==> src/rtl/serial_field_unpacker_if.sv <==
// ---------------------------------------------------------------------------
// serial_field_unpacker_if
//   Handshake bundle between a bit-serial producer, the field unpacker and the
//   downstream word consumer.
//
//   Serial input side : in_bit, in_first, in_valid  (producer -> unpacker)
//                       in_ready                    (unpacker -> producer)
//   Word output side  : out_valid, out_lsb, out_field, out_flag,
//                       out_pad_err, out_sync_err   (unpacker -> consumer)
//                       out_ready                   (consumer -> unpacker)
//
//   master : the environment around the unpacker (drives the serial bits and
//            out_ready).
//   slave  : the unpacker itself.
// ---------------------------------------------------------------------------
interface serial_field_unpacker_if #(
    parameter int FIELD_WIDTH = 3
);
    logic                   in_bit;
    logic                   in_first;
    logic                   in_valid;
    logic                   in_ready;
    logic                   out_valid;
    logic                   out_ready;
    logic                   out_lsb;
    logic [FIELD_WIDTH-1:0] out_field;
    logic                   out_flag;
    logic                   out_pad_err;
    logic                   out_sync_err;

    modport master (
        output in_bit, in_first, in_valid, out_ready,
        input  in_ready, out_valid, out_lsb, out_field, out_flag,
               out_pad_err, out_sync_err
    );

    modport slave (
        input  in_bit, in_first, in_valid, out_ready,
        output in_ready, out_valid, out_lsb, out_field, out_flag,
               out_pad_err, out_sync_err
    );
endinterface

==> src/rtl/serial_field_unpacker.sv <==
// ---------------------------------------------------------------------------
// serial_field_unpacker
//   Reassembles a WORD_WIDTH-bit word from an LSB-first serial stream framed
//   by in_first, splits it into lsb / field / flag / padding, checks that the
//   padding is zero and presents the result under a valid/ready handshake.
//
//   Ports:
//     clk   : clock, all state changes on the rising edge
//     rst_n : synchronous active-low reset
//     bus   : serial_field_unpacker_if.slave
//               in_bit/in_first/in_valid/in_ready  serial input handshake
//               out_valid/out_ready                word output handshake
//               out_lsb      word bit 0
//               out_field    word bits [FIELD_WIDTH:1]
//               out_flag     word bit FIELD_WIDTH+1
//               out_pad_err  any padding bit above the flag was set
//               out_sync_err word was preceded by an aborted partial word
// ---------------------------------------------------------------------------
module serial_field_unpacker #(
    parameter int WORD_WIDTH  = 11,
    parameter int FIELD_WIDTH = 3
) (
    input logic                    clk,
    input logic                    rst_n,
    serial_field_unpacker_if.slave bus
);
    localparam int CW = $clog2(WORD_WIDTH);
    localparam int SW = WORD_WIDTH - 1;
    localparam logic [CW-1:0] LAST_POS = CW'(WORD_WIDTH - 1);

    typedef enum logic [1:0] {
        IDLE,
        SHIFT,
        HOLD
    } state_t;

    state_t                 r_state;
    state_t                 w_state_next;
    logic [CW-1:0]          r_count;
    // The top bit is never stored: it arrives on in_bit in the load cycle.
    logic [SW-1:0]          r_shift;
    logic                   r_sync_latch;

    logic                   r_out_valid;
    logic                   r_out_lsb;
    logic [FIELD_WIDTH-1:0] r_out_field;
    logic                   r_out_flag;
    logic                   r_out_pad_err;
    logic                   r_out_sync_err;

    logic                   w_in_ready;
    logic                   w_accept;
    logic                   w_start;
    logic                   w_store;
    logic                   w_load;
    logic                   w_resync;
    logic                   w_take;
    logic [WORD_WIDTH-1:0]  w_word;
    logic                   w_pad_err;

    // A new word may begin in the very cycle the held word is taken.
    assign w_in_ready = !r_out_valid || bus.out_ready;
    assign w_accept   = bus.in_valid && w_in_ready;

    // Complete word as it will be loaded: stored bits plus the final bit.
    assign w_word = {bus.in_bit, r_shift};

    generate
        if (WORD_WIDTH > FIELD_WIDTH + 2) begin : g_pad
            assign w_pad_err = |w_word[WORD_WIDTH-1:FIELD_WIDTH+2];
        end else begin : g_no_pad
            assign w_pad_err = 1'b0;
        end
    endgenerate

    always_comb begin
        // NOTE: every signal assigned here gets a default first so that no
        // path through the case statement leaves it unassigned (no latches).
        w_state_next = r_state;
        w_start      = 1'b0;
        w_store      = 1'b0;
        w_load       = 1'b0;
        w_resync     = 1'b0;
        w_take       = 1'b0;

        case (r_state)
            IDLE: begin
                // Unframed bits are silently dropped until a word start.
                if (w_accept && bus.in_first) begin
                    w_start      = 1'b1;
                    w_state_next = SHIFT;
                end
            end
            SHIFT: begin
                if (w_accept) begin
                    if (bus.in_first) begin
                        // Restart wins even on the last position.
                        w_start  = 1'b1;
                        w_resync = 1'b1;
                    end else if (r_count == LAST_POS) begin
                        w_load       = 1'b1;
                        w_state_next = HOLD;
                    end else begin
                        w_store = 1'b1;
                    end
                end
            end
            HOLD: begin
                if (bus.out_ready) begin
                    w_take       = 1'b1;
                    w_state_next = IDLE;
                    if (w_accept && bus.in_first) begin
                        w_start      = 1'b1;
                        w_state_next = SHIFT;
                    end
                end
            end
            default: w_state_next = IDLE;
        endcase
    end

    always_ff @(posedge clk) begin
        // NOTE: state is updated with non-blocking assignments so every
        // register samples the pre-edge values, independent of statement order.
        if (!rst_n) begin
            r_state        <= IDLE;
            r_count        <= '0;
            r_shift        <= '0;
            r_sync_latch   <= 1'b0;
            r_out_valid    <= 1'b0;
            r_out_lsb      <= 1'b0;
            r_out_field    <= '0;
            r_out_flag     <= 1'b0;
            r_out_pad_err  <= 1'b0;
            r_out_sync_err <= 1'b0;
        end else begin
            r_state <= w_state_next;

            if (w_start) begin
                r_shift <= SW'(bus.in_bit);
                r_count <= CW'(1);
            end

            if (w_store) begin
                r_shift[r_count] <= bus.in_bit;
                r_count          <= r_count + CW'(1);
            end

            if (w_resync) begin
                r_sync_latch <= 1'b1;
            end

            if (w_take) begin
                r_out_valid <= 1'b0;
            end

            if (w_load) begin
                r_out_valid    <= 1'b1;
                r_out_lsb      <= w_word[0];
                r_out_field    <= w_word[FIELD_WIDTH:1];
                r_out_flag     <= w_word[FIELD_WIDTH+1];
                r_out_pad_err  <= w_pad_err;
                r_out_sync_err <= r_sync_latch;
                r_sync_latch   <= 1'b0;
                r_count        <= '0;
            end
        end
    end

    assign bus.in_ready     = w_in_ready;
    assign bus.out_valid    = r_out_valid;
    assign bus.out_lsb      = r_out_lsb;
    assign bus.out_field    = r_out_field;
    assign bus.out_flag     = r_out_flag;
    assign bus.out_pad_err  = r_out_pad_err;
    assign bus.out_sync_err = r_out_sync_err;

endmodule

==> src/flat_wrapper.sv <==
// flat-port wrapper written by rule: the top's interface ports become plain ports
module serial_field_unpacker_flat 
#(
    parameter int WORD_WIDTH  = 11,
    parameter int FIELD_WIDTH = 3
)
  (clk, rst_n, bus_in_bit, bus_in_first, bus_in_valid, bus_out_ready, bus_in_ready, bus_out_valid, bus_out_lsb, bus_out_field, bus_out_flag, bus_out_pad_err, bus_out_sync_err);
  serial_field_unpacker_if #(.FIELD_WIDTH(FIELD_WIDTH)) bus_i ();
  input logic clk;
  input logic rst_n;
  input wire logic [$bits(bus_i.in_bit)-1:0] bus_in_bit;
  input wire logic [$bits(bus_i.in_first)-1:0] bus_in_first;
  input wire logic [$bits(bus_i.in_valid)-1:0] bus_in_valid;
  input wire logic [$bits(bus_i.out_ready)-1:0] bus_out_ready;
  output wire logic [$bits(bus_i.in_ready)-1:0] bus_in_ready;
  output wire logic [$bits(bus_i.out_valid)-1:0] bus_out_valid;
  output wire logic [$bits(bus_i.out_lsb)-1:0] bus_out_lsb;
  output wire logic [$bits(bus_i.out_field)-1:0] bus_out_field;
  output wire logic [$bits(bus_i.out_flag)-1:0] bus_out_flag;
  output wire logic [$bits(bus_i.out_pad_err)-1:0] bus_out_pad_err;
  output wire logic [$bits(bus_i.out_sync_err)-1:0] bus_out_sync_err;
  assign bus_i.in_bit = bus_in_bit;
  assign bus_i.in_first = bus_in_first;
  assign bus_i.in_valid = bus_in_valid;
  assign bus_i.out_ready = bus_out_ready;
  assign bus_in_ready = bus_i.in_ready;
  assign bus_out_valid = bus_i.out_valid;
  assign bus_out_lsb = bus_i.out_lsb;
  assign bus_out_field = bus_i.out_field;
  assign bus_out_flag = bus_i.out_flag;
  assign bus_out_pad_err = bus_i.out_pad_err;
  assign bus_out_sync_err = bus_i.out_sync_err;
  serial_field_unpacker #(.WORD_WIDTH(WORD_WIDTH), .FIELD_WIDTH(FIELD_WIDTH)) u_core (.clk(clk), .rst_n(rst_n), .bus(bus_i));
endmodule
==> config.mk <==
export PLATFORM = sky130hd
export DESIGN_NAME = serial_field_unpacker_flat
export DESIGN_NICKNAME = d
export VERILOG_FILES = /design/src/rtl/serial_field_unpacker_if.sv /design/src/rtl/serial_field_unpacker.sv /design/src/flat_wrapper.sv
export SDC_FILE = /design/constraint.sdc
export NUM_CORES = 1
export LEC_CHECK = 0
export ABC_AREA = 0
export CAP_MARGIN = 20
export CORE_ASPECT_RATIO = 1.5
export CORE_UTILIZATION = 41
export CTS_CLUSTER_SIZE = 8
export DETAILED_ROUTE_END_ITERATION = 16
export PLACE_DENSITY = 0.71
export SETUP_SLACK_MARGIN = 0.5
export SYNTH_ARGS = -nofsm -noshare
export SYNTH_HDL_FRONTEND = slang
export SYNTH_SLANG_ARGS = --single-unit
==> constraint.sdc <==
create_clock -name clk -period 2.94 [get_ports clk]
set_clock_uncertainty 0.1 [all_clocks]
set_input_delay 0.441 -clock clk [delete_from_list [all_inputs] [get_ports clk]]
set_output_delay 0.441 -clock clk [all_outputs]
set_load 0.05 [all_outputs]
==> results by group, run 1 <==
Status
  • Status: complete, no violations

Clock tree
  • Sink Count: 25
  • CTS Root Cell: clkbuf_8
  • Num CTS Buffers: 3
  • Post-cts resize count: 0
  • Clk buf depth: 2
  • H-tree lvl count: 1
  • # Post-CTS Setup Buffers: 0
  • Hold bufs inserted after CTS: 0
  • Worst skew pair latency: 260 ps
  • Clock Pin Slew Worst Setup and Hold Paths: 80 ps
  • CTS tree: built

Timing
  • Final Hold Fails: 0
  • Relative slew slack: 59.6%
  • Measured slew at the worst slew-check pin: 605 ps
  • Min Hold Slack: between 300 and 400 ps
  • Setup TNS: 0 ps
  • Tmin final: around 2300 ps
  • Fmax achieved: between 400 and 500 MHz
  • Final setup viols: 0
  • Max Slew Vio Count: 0
  • Crit share post-route: between 70 and 80%
  • RSZ-0062 raised after global routing: no

Final layout
  • Design area: 1450 µm²
  • Commonest cells after routing, fill and taps aside: dfxtp_1, nor2_1, clkdlybuf4s50_1
  • Area Overhead vs Synth: 16.3%
  • Proportion of layout cells with a drive suffix above 1: 9.46%
  • Leading cell type in the layout, fill and taps excluded: dfxtp_1
  • Diode count: 0
  • Final net count: 159

Floorplanning
  • Die height: 69.6 µm
  • Rows: 24
  • Initial Util: a little over two fifths
  • Die area: 3270 µm²
  • CORE AREA: just under 3000 µm²
  • Die W: 47.0 µm
  • I/O pin count: 15

Pwr
  • Maximum vdd ir drop: 0.345 mV
  • PwrDens: 409 nW/µm²
  • Power Total: 0.000593 W
  • Pleak: a little under 0.6 nW

Detailed routing
  • Initial DRC count: 19
  • WL/cell: 14.8 µm
  • DRC violations left: 0
  • Total Wirelength: 2770 µm
  • Vias: 1,060
  • DR vias/cell: between 5 and 6
  • DR pass1 iterations: 4
  • Final ANT Viol Nets: 0

Worst setup path
  • RR Startpoint: u_core.r_count[0]$_SDFFE_PP0P_
  • CP Launch Type: input pin
  • CP Data Required Time: 2400 ps
  • Reg2reg setup slack: 1060 ps
  • Setup Crit Path Kind: input pin to primary output
  • CP top delay family: buffers and inverters
  • R2R cell count: 7
  • Crit path buf inv count: 3
  • Worst R2R End: u_core.bus.out_pad_err$_SDFFE_PN0P_
  • Largest stage delay, worst path: 470 ps
  • Crit path DAT: 1810 ps
  • Crit-path cells: clkdlybuf4s50_1 > nor2b_1 > inv_2 > buf_4
  • Highest net fanout along the worst path: 9
  • Critical Path Slowest Stage Cell: nor2b_1
  • Crit. End Element: primary output

GRT
  • Tot GR Track Use: a little under a fifth
  • Vias in the first global route: 1,068
  • First-pass GRT wire length: ~4700 µm
  • Initial antenna violation count: 0
  • Largest net degree at the start of global routing: 15
  • GRT overflow: 0

Hold path
  • Hold endpoint: u_core.r_shift[0]$_SDFF_PN0_
  • Hold/Removal Path Class: flip-flop to flip-flop
  • Min-delay src: u_core.r_shift[0]$_SDFF_PN0_
  • Hold depth: 2

Job
  • Max cap viols: 0

Logic synthesis
  • Register area share after synthesis: between 40 and 50%
  • Synth warn: 0
  • Number of distinct library cells after synthesis: 38
  • Yosys reg bits: 25
  • Cells after synthesis: 135
  • Synth Cell Area: 1250 µm²
  • Syn Nets: 145
  • Syn_area_per_cell: 9.24 µm²

Place
  • IO buf count: 14
  • Detail Placement HPWL: 2070 µm
  • Area after DPL: 1410 µm²
  • Placer Congestion: about 0.84
layout make-up:
cell class              count  area (µm²)
fillers                   273        1460
multi-input cells          96         678
flip-flops and latches     25         500
repair buffers             16         153
well taps                  39        48.8
clock buffers               4        45.0
inverters                   7        26.3
worst register-to-register path, cell delays in order (launching register included):
cell and delay, ps:
dfxtp_1 360, inv_1 110, ha_1 240, nand3b_1 230
nor4_2 210, buf_4 250, nor2_1 60, a311oi_1 230
metal layers:
layer  global-route usage, %  vias to the layer above  share of wire, %
li1                        -                      525                 -
met2                    31.5                       26                51
met5                       0                        -                 0
met1                    22.9                      501                41
met4                    9.21                        0               3.4
met3                    2.60                        8               3.9
power by group:
part	switching [W]	internal (W)
registers	0.00000440	0.000342
logic	0.0000300	0.0000171
clock network	0.000103	0.0000968
cell families after synthesis:
kind of cell	Yosys count	share of synthesized area, %
DFF	25	40.1
and+or+nand+nor	62	28.5
adders and majority gates	4	4.01
buffers and inverters	14	5.52
AOI/OAI and AO/OA	22	15.4
muxes	8	6.42
metrics by stage:
step           worst slack [ps]  utilization, %  instances
2_1_floorplan              1090               -        135
3_3_place_gp                618            48.3        183
3_5_place_dp                602            48.3        183
4_1_cts                     603            49.8        187
5_1_grt                     505            49.8        187
6_report                    590            49.8        187
synth_stat cells, drive strengths merged:
cell     n  area share (%)
nor4b    1             1.2
nand3b   2             1.2
o22ai    1             1.0
inv      7             2.1
or2      1            0.50
a41o    10             8.0
nand4b   1            0.70
nand2    6             1.8
clkbuf   3            0.90
nor2b    3             1.5
a311o    2             1.6
o31a     1            0.70
o21ai    1            0.40
and4bb   1             1.0
and4     1            0.70
ha       4             4.0
a31oi    2             1.0
nor4     3             2.0
nand3    3             1.2
nor3b    1            0.60
and3     1            0.50
a311oi   1            0.70
nand4    8             4.0
a21oi    2            0.80
mux2i    8             6.4
nor2    22             6.6
o31ai    2             1.2
nand2b   2             1.6
dfxtp   25              40
or3      1            0.90
buf      4             2.5
nor3     5             2.4
registers in the layout, indices dropped and copies added (netlist names):
name                     count
u_core.bus.out_field         3
u_core.bus.out_flag          1
u_core.bus.out_lsb           1
u_core.bus.out_pad_err       1
u_core.bus.out_sync_err      1
u_core.bus.out_valid         1
u_core.r_count               4
u_core.r_shift              10
u_core.r_state               2
u_core.r_sync_latch          1
worst max-delay path by stage:
stage | start | to | cells past startpoint | slack (ps)
after floorplan | u_core.bus.out_valid$_SDFFE_PN0P_ | u_core.r_shift[0]$_SDFF_PN0_ | 6 | 1090
after global placement | bus_out_ready | u_core.r_shift[0]$_SDFF_PN0_ | 6 | 620
after detailed placement | bus_in_first | u_core.r_shift[8]$_SDFF_PN0_ | 5 | 600
after CTS | bus_out_ready | bus_in_ready | 4 | 600
after global routing | bus_out_ready | bus_in_ready | 4 | 510
final | bus_out_ready | bus_in_ready | 4 | 590
Note: power is estimated with default switching activity, not from simulation.
==> run 2, diff against run 1 <==
- PLACE_DENSITY: 0.71 -> 0.73
- clock period: 2.94 -> 1.9 ns (I/O delays scaled with it)
==> results by group, run 2 (synthesized netlist as in run 1, its figures left out) <==
Clock tree
  • Clock Pin Slew Worst Setup and Hold Paths: 80 ps
  • H-tree lvl count: 1
  • CTS tree: built
  • Worst skew pair latency: 260 ps
  • Sink Count: 25
  • Num CTS Buffers: 3
  • Clk buf depth: 2
  • CTS Root Cell: clkbuf_8

Place
  • IO buf count: 14
  • Area after DPL: between 1500 and 2000 µm²
  • Detail Placement HPWL: 2190 µm
  • Placer Congestion: 0.952
  • Pre-CTS WS: -73.2 ps

Detailed routing
  • DR vias/cell: 5.69
  • WL/cell: 16.0 µm
  • DR pass1 iterations: 4
  • Initial DRC count: 79
  • Vias: 1,240
  • Total Wirelength: 3490 µm
  • Final ANT Viol Nets: 0
  • DRC violations left: 0

Pwr
  • Pleak: 0.777 nW
  • PwrDens: 518 nW/µm²
  • Maximum vdd ir drop: ~0.56 mV

Timing
  • Post-route worst setup slack: 319 ps
  • Final Hold Fails: 0
  • Final setup viols: 0
  • Crit share post-route: around 83%
  • Measured slew at the worst slew-check pin: 446 ps
  • Fmax achieved: 633 MHz
  • Tmin final: 1580 ps
  • Max Slew Vio Count: 0
  • Relative slew slack: 70.0%
  • RSZ-0062 raised after global routing: yes

GRT
  • Initial antenna violation count: 0
  • Vias in the first global route: 1,161
  • Tot GR Track Use: 21.8%
  • GRT overflow: 0
  • Largest net degree at the start of global routing: 16
  • First-pass GRT wire length: about 5300 µm

Final layout
  • Post-Route Utilization: between 60% and 70%
  • Largest register by flop count: u_core.r_shift
  • Design area: ~1900 µm²
  • Diode count: 0
  • Leading cell type in the layout, fill and taps excluded: buf_4
  • Proportion of layout cells with a drive suffix above 1: 40.8%
  • Final net count: 190
  • Commonest cells after routing, fill and taps aside: buf_4, nor2_1, dfxtp_1
  • Area Overhead vs Synth: 50.3%
  • Max FFs per register: 10

Worst setup path
  • CP Data Required Time: 1960 ps
  • Crit. End Element: flip-flop
  • Highest net fanout along the worst path: 4
  • CP Launch Type: flip-flop
  • Reg2reg setup slack: 320 ps
  • Setup Crit Path Kind: flip-flop to flip-flop
  • Crit path DAT: 1640 ps

Floorplanning
  • Initial Util: 42.8%
  • Die height: 69.6 µm
  • Rows: 24
  • Die W: 47.0 µm
  • I/O pin count: 15
  • CORE AREA: 2910 µm²
  • Die area: 3270 µm²

Job
  • Max cap viols: 0

Hold path
  • Hold/Removal Path Class: flip-flop to flip-flop

Status
  • Status: complete, no violations
==> run 2: changes by cell type in the layout (fill, tap and decap cells not counted), moves of 3 or more <==
cell             change
clkdlybuf4s50_1     -11
buf_4               +20
dfxtp_1              -7
clkdlybuf4s15_2      +3
dfxtp_4              +5
buf_6                +8
==> run 2: final cells by class <==
cell class	instances	area, µm²
Clock buffer	3	41.3
Clock inverter	1	7.51
Fill cell	245	1040
Inverter	7	28.8
Multi-Input combinational cell	97	807
Sequential cell	25	522
Tap cell	39	48.8
Timing Repair Buffer	46	419
==> run 2: timing repair <==
item / in CTS / in global routing
endpoints found under the setup margin: 34 / 30
resized for setup: 49 / 18
setup buffers: 12 / 5
hold buffers: 0 / 0
cloned: 1 / 0
pin swaps: 13 / 14
==> run 2: worst max-delay path, cell delays in order (launching register included) <==
cell and delay [ps]:
dfxtp_4 350, nor2b_4 140, buf_6 130, or3_4 370, or2_0 220, a41o_1 180
==> run 2: metrics by stage <==
| step | total power (W) | TNS (ps) | hold slack (ps) | cells |
|---|---|---|---|---|
| final | 0.000971 | 0 | 395 | 218 |
| after global routing | 0.00101 | 0 | 419 | 218 |
| after CTS | 0.000965 | 0 | 396 | 213 |
| after detailed placement | 0.000641 | -672 | 384 | 196 |
| after global placement | 0.000639 | -128 | 370 | 196 |
| after floorplan | 0.000598 | 0 | 338 | 135 |
==> run 2: final timing paths <==
| path | startpoint | to | cells after the start |
|---|---|---|---|
| setup / recovery | u_core.bus.out_valid$_SDFFE_PN0P_ | u_core.r_shift[8]$_SDFF_PN0_ | 5 |
| hold / removal | u_core.r_shift[0]$_SDFF_PN0_ | u_core.r_shift[0]$_SDFF_PN0_ | 2 |
| hold reg to reg | u_core.r_shift[0]$_SDFF_PN0_ | u_core.r_shift[0]$_SDFF_PN0_ | 2 |
| setup reg to reg | u_core.bus.out_valid$_SDFFE_PN0P_ | u_core.r_shift[8]$_SDFF_PN0_ | 5 |
==> run 2: where the power goes <==
group          switching (W)  internal [W]
Clock               0.000162      0.000148
Combinational      0.0000710     0.0000589
Sequential        0.00000596      0.000525
==> run 2: metal layers <==
layer	routed length (µm)	part of all wire (%)	GRT usage, %
met5	0	0	0
met4	47	1.3	8.57
met3	176	5.0	3.13
met2	1860	53	35.3
met1	1410	40	28.0
